## src/rtl/ex_muldiv.sv

```systemverilog
// Multiply/divide execution unit: single-cycle 2*XLEN multiply, restoring
// radix-2 divide over XLEN iterations, result held until consumed downstream.
module ex_muldiv #(
  parameter int unsigned XLEN       = 32,
  parameter int unsigned REG_ADDR_W = 5
) (
  input  logic                  clk,
  input  logic                  rst,
  input  logic                  flush_i,
  input  logic                  valid_i,
  output logic                  ready_o,
  input  logic [2:0]            op_i,
  input  logic [XLEN-1:0]       a_i,
  input  logic [XLEN-1:0]       b_i,
  input  logic [REG_ADDR_W-1:0] wd_i,
  input  logic                  wreg_i,
  output logic                  valid_o,
  input  logic                  ready_i,
  output logic [XLEN-1:0]       data_o,
  output logic [REG_ADDR_W-1:0] wd_o,
  output logic                  wreg_o
);

  localparam int unsigned CNT_W = $clog2(XLEN + 1);
  localparam logic [CNT_W-1:0] LAST_ITER = CNT_W'(XLEN - 1);

  typedef enum logic [1:0] {IDLE, MUL, DIV, DONE} state_t;

  state_t            state;
  logic [1:0]        op_q;
  logic [XLEN-1:0]   a_q;
  logic [XLEN-1:0]   b_q;
  logic [XLEN-1:0]   rem_q;
  logic              neg_quo;
  logic              neg_rem;
  logic [CNT_W-1:0]  cnt;

  logic              a_neg, b_neg, div_zero, div_ovf;
  logic [XLEN-1:0]   a_mag, b_mag, bypass_res;
  logic              a_sx, b_sx;
  logic [2*XLEN-1:0] pa, pb, prod;
  logic [XLEN-1:0]   mul_res;
  logic [XLEN:0]     r_sh, diff;
  logic              fits;
  logic [XLEN-1:0]   rem_nx, quo_nx, div_res;

  always_comb begin
    ready_o = (state == IDLE) && rst;
  end

  // Accept-time decode: signed ops are op_i[0]==0; op_i[1] selects remainder.
  always_comb begin
    a_neg      = !op_i[0] && a_i[XLEN-1];
    b_neg      = !op_i[0] && b_i[XLEN-1];
    a_mag      = a_neg ? -a_i : a_i;
    b_mag      = b_neg ? -b_i : b_i;
    div_zero   = (b_i == '0);
    div_ovf    = !op_i[0] && (a_i == {1'b1, {(XLEN-1){1'b0}}}) && (b_i == '1);
    bypass_res = '0;
    if (div_zero)
      bypass_res = op_i[1] ? a_i : '1;
    else
      bypass_res = op_i[1] ? '0 : a_i;
  end

  // Sign-extend to 2*XLEN; the low 2*XLEN product bits are then exact for every signedness mix.
  always_comb begin
    a_sx    = ((op_q == 2'b01) || (op_q == 2'b10)) && a_q[XLEN-1];
    b_sx    = (op_q == 2'b01) && b_q[XLEN-1];
    pa      = {{XLEN{a_sx}}, a_q};
    pb      = {{XLEN{b_sx}}, b_q};
    prod    = pa * pb;
    mul_res = (op_q == 2'b00) ? prod[XLEN-1:0] : prod[2*XLEN-1:XLEN];
  end

  // One restoring step: a_q shifts quotient bits in as the dividend shifts out.
  always_comb begin
    r_sh    = {rem_q, a_q[XLEN-1]};
    diff    = r_sh - {1'b0, b_q};
    fits    = !diff[XLEN];
    rem_nx  = fits ? diff[XLEN-1:0] : r_sh[XLEN-1:0];
    quo_nx  = {a_q[XLEN-2:0], fits};
    div_res = op_q[1] ? (neg_rem ? -rem_nx : rem_nx)
                      : (neg_quo ? -quo_nx : quo_nx);
  end

  always_ff @(posedge clk or negedge rst) begin
    if (!rst) begin
      state   <= IDLE;
      op_q    <= '0;
      a_q     <= '0;
      b_q     <= '0;
      rem_q   <= '0;
      neg_quo <= 1'b0;
      neg_rem <= 1'b0;
      cnt     <= '0;
      valid_o <= 1'b0;
      data_o  <= '0;
      wd_o    <= '0;
      wreg_o  <= 1'b0;
    end else if (flush_i) begin
      state   <= IDLE;
      cnt     <= '0;
      valid_o <= 1'b0;
    end else begin
      case (state)
        IDLE: begin
          if (valid_i) begin
            op_q   <= op_i[1:0];
            wd_o   <= wd_i;
            wreg_o <= wreg_i;
            if (!op_i[2]) begin
              a_q   <= a_i;
              b_q   <= b_i;
              state <= MUL;
            end else if (div_zero || div_ovf) begin
              data_o  <= bypass_res;
              valid_o <= 1'b1;
              state   <= DONE;
            end else begin
              a_q     <= a_mag;
              b_q     <= b_mag;
              rem_q   <= '0;
              neg_quo <= a_neg ^ b_neg;
              neg_rem <= a_neg;
              cnt     <= '0;
              state   <= DIV;
            end
          end
        end
        MUL: begin
          data_o  <= mul_res;
          valid_o <= 1'b1;
          state   <= DONE;
        end
        DIV: begin
          a_q   <= quo_nx;
          rem_q <= rem_nx;
          if (cnt == LAST_ITER) begin
            cnt     <= '0;
            data_o  <= div_res;
            valid_o <= 1'b1;
            state   <= DONE;
          end else begin
            cnt <= cnt + 1'b1;
          end
        end
        DONE: begin
          if (ready_i) begin
            valid_o <= 1'b0;
            state   <= IDLE;
          end
        end
        default: state <= IDLE;
      endcase
    end
  end

endmodule

```

## config.mk

```make
export PLATFORM = sky130hd
export DESIGN_NAME = ex_muldiv
export DESIGN_NICKNAME = d
export VERILOG_FILES = /design/src/rtl/ex_muldiv.sv
export SDC_FILE = /design/constraint.sdc
export NUM_CORES = 2
export LEC_CHECK = 0
export BUFFER_PORTS_ARGS = -buffer_cell sky130_fd_sc_hd__buf_2
export CELL_PAD_IN_SITES_DETAIL_PLACEMENT = 1
export CELL_PAD_IN_SITES_GLOBAL_PLACEMENT = 1
export CORE_MARGIN = 2
export CORE_UTILIZATION = 40
export DETAILED_ROUTE_END_ITERATION = 7
export PLACE_DENSITY = 0.65
export REMOVE_ABC_BUFFERS = 1
export SYNTH_ARGS = -nofsm -noshare
export SYNTH_HDL_FRONTEND = slang
export SYNTH_SLANG_ARGS = --single-unit
```

## constraint.sdc

```tcl
create_clock -name clk -period 23.3 [get_ports clk]
set_clock_uncertainty 0.1 [all_clocks]
set_input_delay 4.66 -clock clk [delete_from_list [all_inputs] [get_ports clk]]
set_output_delay 4.66 -clock clk [all_outputs]
set_load 0.005 [all_outputs]
```

Yosys cells after proc, flatten, opt, wreduce, memory -nomap -nowiden
Index checks and enable logic that the tools add are counted.

Add/subtract/negate cells: 6. Multiply operators: 1. Eq/ne operators: 21. Muxes and demuxes: 45. Bitwise gates (word level): 3. Reductions and logical operators: 26.

Operator list (number): $mux 32 (22); $neg 32->32 (4); $pmux 32 s2 (2); $pmux 32 s3 (1); $eq 32x32->1 const B (2); $mul 33x33->64 (1); $sub 33x32->33 (1); $logic_not 32->1 (1); $mux 6 (5); $ne 3x3->1 const B (6); $reduce_and 5->1 (3); $pmux 6 s2 (1); $reduce_and 4->1 (3); $mux 2 (5); $ne 2x2->1 const B (5); $pmux 2 s4 (1); $logic_and 1x1->1 (7); $mux 1 (7); $add 6x1->6 const B (1); $eq 2x2->1 const B (3); $eq 6x5->1 const B (1); $reduce_and 3->1 (2); $reduce_and 6->1 (1); $reduce_bool 3->1 (2); 10 further kinds (15).

Register bits after elaboration: 147. Bits of input ports: 78. Output and inout port bits: 40. Logic and storage cells: 114.

Depth between registers and ports, before layout
Word-level depth: 9. Mapped depth: 35. Depth with buffers taken out: 32.

Worst setup path after synthesis
No wires, ideal clock.

Path type: input to output. Start point: input rst. End point: output ready_o. Arrival time: 4.803 ns. Required time: 18.540 ns. Slack: 13.737 ns. Stages on the path: 1. Path buffers: 0. Cell sequence: and2_1.

Word-level cells in the longest chain between the ends: 1.

Ends and longest elaborated chain: start, declared (line 8) `input logic rst,`; $logic_and 1x1->1 (line 48) `ready_o = (state == IDLE) && rst;`; end, declared (line 11) `output logic ready_o,`.

No other way between the ends.

Worst setup path in the final report
Start point: register op_q[1]. End point: register data_o[29].

Word-level cells in the longest chain between the ends: 6. Elaborated cells between the ends (all ways): 11. Classes of those cells: 1 x mul; 2 x eq/ne; 4 x mux; 4 x reduce/logical.

Ends and longest elaborated chain: start, declared (line 30) `logic [1:0] op_q;`; start signal, assigned (line 109) `op_q <= op_i[1:0];`; $eq 2x1->1 or $eq 2x2->1 (tied branches) (line 68, 69); $logic_or 1x1->1 (line 68) `a_sx = ((op_q == 2'b01) || (op_q == 2'b10)) && a_q[XLEN-1];`; $logic_and 1x1->1 (line 68); $mul 33x33->64 (line 72) `prod = pa * pb;`; $mux 32 (line 73) `mul_res = (op_q == 2'b00) ? prod[XLEN-1:0] : prod[2*XLEN-1:XLEN];`; $pmux 32 s3 (*) (line 106) `case (state)`; end signal, assigned (line 117) `data_o <= bypass_res;`; end signal, assigned (line 132) `data_o <= mul_res;`; end signal, assigned (line 141) `data_o <= div_res;`; end, declared (line 19) `output logic [XLEN-1:0] data_o,`.

Mark *: on every way between the ends. The rest lies on a longest branch, timed or not. The select of a mux whose other input is x is not followed. A chain may end at the register's enable or synchronous reset.

==> metrics.md <==
| Metric | Value |
|---|---|
| Status | `complete, no violations` |
| Post-DR vias/cell | `5.54` |
| Top cells by area, synth | `fa_1 (44%), inv_1 (9.3%), nand2_1 (7.8%)` |
| Initial Utilization | `40.4%` |
| Syn Inst Count | `5973` |
| First-pass GRT wire length | `285 mm` |
| WP buf/inv | `10` |
| Synth async-reset ratio | `100%` |
| Post-synth EDFFs | `0` |
| Setup violators final | `0` |
| # DRC | `0` |
| Chip Width | `360 µm` |
| CTS Buf Count | `17` |
| Worst skew pair latency | `470 ps` |
| CP Max Fanout | `18` |
| H-Tree Depth | `4` |
| CP endpoint kind | `flip-flop` |
| Wire length per cell | `24.4 µm` |
| WL final | `184 mm` |
| Die ar. | `130000 µm²` |
| Total grt overflow | `0` |
| Library cells used by synthesis | `82` |
| Initial DRC count | `2882` |
| Setup tns final | `0 ps` |
| Final HPWL from detailed placement | `147 mm` |
| Vias | `41726` |
| Number of max-cap violations | `0` |
| Main synth FF type | `dfrtp_1` |
| Share of the synthesized area in the top cell type | `44.3%` |
| Cell row count | `130` |
| Final hold viol count | `0` |
| Crit path kind | `reg -> reg` |
| Syn_area_per_cell | `8.51 µm²` |
| CP max stage cell | `fa_1` |
| Busiest grt layer | `met2` |
| Critical path arrival | `10780 ps` |
| Largest net degree at the start of global routing | `89` |
| Synth cell count leaders | `inv_1 (1258), fa_1 (1126), nand2_1 (1056)` |
| Clk slew on worst S/H paths | `70 ps` |
| Worst path max stage delay | `900 ps` |
| Synth Register Bits | `147` |
| RePlAce Congestion | `0.937` |
| Synth Cell Area | `50800 µm²` |
| CTS sink count | `147` |
| Core area | `126000 µm²` |
| Io pins | `118` |
| Slew @ Worst Pin | `1180 ps` |
| Die height | `360 µm` |
| First-pass detailed-route iteration total | `6` |
| Min Tclk post-route | `10500 ps` |
| Ys Warns | `0` |
| Vias in the first global route | `45809` |
| Yosys top cell by area | `fa_1` |
| CTS Root Cell | `clkbuf_16` |
| Hold_buf cts | `0` |
| Clock Path Buffers | `2` |
| Post-cts gate resize count | `0` |
| Port Buffers | `117` |
| Routing usage on met2 | `47.5%` |
| Most frequent cell after synthesis | `inv_1` |
| GR Util All Layers | `29.0%` |
| Max_slew headroom | `21.3%` |
| Fmax | `0.0953 GHz` |
| Antenna Nets Post-Route | `0` |
| Share of layout cells above drive strength 1 | `5.42%` |
| Post-synthesis sequential area ratio | `7.24%` |
| RSZ-0062 raised after global routing | `false` |
| GR Util met1 | `39.2%` |
| Min-Delay Path Class | `reg -> reg` |
| Tcrit/Tclk final | `45.1%` |
| CP delay by family, top | `adder cells` |
| Area growth syn-to-layout | `5.48%` |
| Met3 usage | `4.28%` |
| Critical Path Start Type | `flip-flop` |
| CTS tree | `done` |
| Final net count | `7320` |
| Critical Path RT | `23580 ps` |
| Initial antenna violation count | `11` |
| Final Slew Violations | `0` |
| # Post-CTS Setup Buffers | `0` |
-- cells by family (layout without fill, tap and decap cells) --
logic type      count (synthesis)  in the layout  synth area share (%)
compound gates                738            738                  9.12
xor+xnor                      203            203                  3.50
fa+ha+maj                    1408           1408                  51.2
buf+inv                      1615           1514                  12.0
flops                         147            147                  7.24
mux                            40             40                 0.822
other cells                     0              3                     0
simple gates                 1822           1822                  16.2
-- worst register-to-register path, delay by kind of cell (launching register included) --
kind,cells,cell delay (ps)
AO/OA/AOI/OAI,5,1540
XOR/XNOR,1,160
adder cells (fa/ha/maj),10,5330
buffers and inverters,10,1670
flip-flops,1,370
AND/OR/NAND/NOR,6,1270
-- path summary, 6_finish.rpt --
check / cells after the start / from / to / slack (ps)
worst max-delay path: 32 / op_q[1]$_DFFE_PN0P_ / data_o[29]$_DFFE_PN0P_ / 12800
worst min-delay path: 2 / a_q[22]$_DFFE_PN0P_ / a_q[22]$_DFFE_PN0P_ / 400
worst max register to register: 32 / op_q[1]$_DFFE_PN0P_ / data_o[29]$_DFFE_PN0P_ / 12800
worst min register to register: 2 / a_q[22]$_DFFE_PN0P_ / a_q[22]$_DFFE_PN0P_ / 400
max in group asynchronous: 2 / rst / a_q[14]$_DFFE_PN0P_ / 17320
min in group asynchronous: 1 / rst / wd_o[2]$_DFFE_PN0P_ / 4200
-- cell type report --
class | instances | area [µm²]
antenna | 3 | 7.51
fill | 15034 | 72300
multi-input combinational | 4211 | 41100
timing repair buffer | 220 | 1370
clock buffer | 19 | 453
sequential | 147 | 3690
inverter | 1262 | 4740
clock inverter | 13 | 204
tap | 1650 | 2060
-- layer usage --
metal | wire (µm) | vias up
met5 | 56 | -
met2 | 86500 | 1247
met4 | 7340 | 8
met1 | 77600 | 22295
met3 | 12400 | 296
li1 | - | 17880
-- state kept, by name, summed over array words and instances, names as in the netlist --
name / count
a_q: 32
b_q: 32
cnt: 6
data_o: 32
neg_quo: 1
neg_rem: 1
op_q: 2
rem_q: 32
state: 2
valid_o: 1
wd_o: 5
wreg_o: 1
-- cells in the final DEF (no fill, tap or decap), types with 19 or more instances in the layout --
cell type	n
and2_1	249
nor3_1	46
maj3_1	25
o21bai_1	19
nor4_1	19
nand3_1	51
nand2b_1	27
o21ai_0	213
and3_1	39
nor2_1	206
fa_1	1126
or3_1	29
xor2_1	80
buf_2	116
a31oi_1	22
xnor2_1	123
a21oi_1	206
buf_4	103
dfrtp_1	141
a211oi_1	21
inv_1	1258
mux2i_1	26
ha_1	256
a21o_1	37
o211ai_1	23
nand4_1	29
nand2_1	1056
o31ai_1	59
-- per-stage QoR --
stage / worst slack [ps] / cells / hold slack [ps] / area, µm² / util [%]
after floorplan: 11750 / 5620 / 361 / 49500 / -
after global placement: 12830 / 7490 / 364 / 53000 / 42.1
after detailed placement: 12790 / 7490 / 386 / 53000 / 42.1
after CTS: 12780 / 7522 / 400 / 53600 / 42.6
after global routing: 12210 / 7522 / 423 / 53600 / 42.6
final: 12800 / 7525 / 397 / 53600 / 42.6
Power is left out: the tool's default activity adds up to more than one toggle a clock period on the data nets, which glitch-free logic cannot reach.
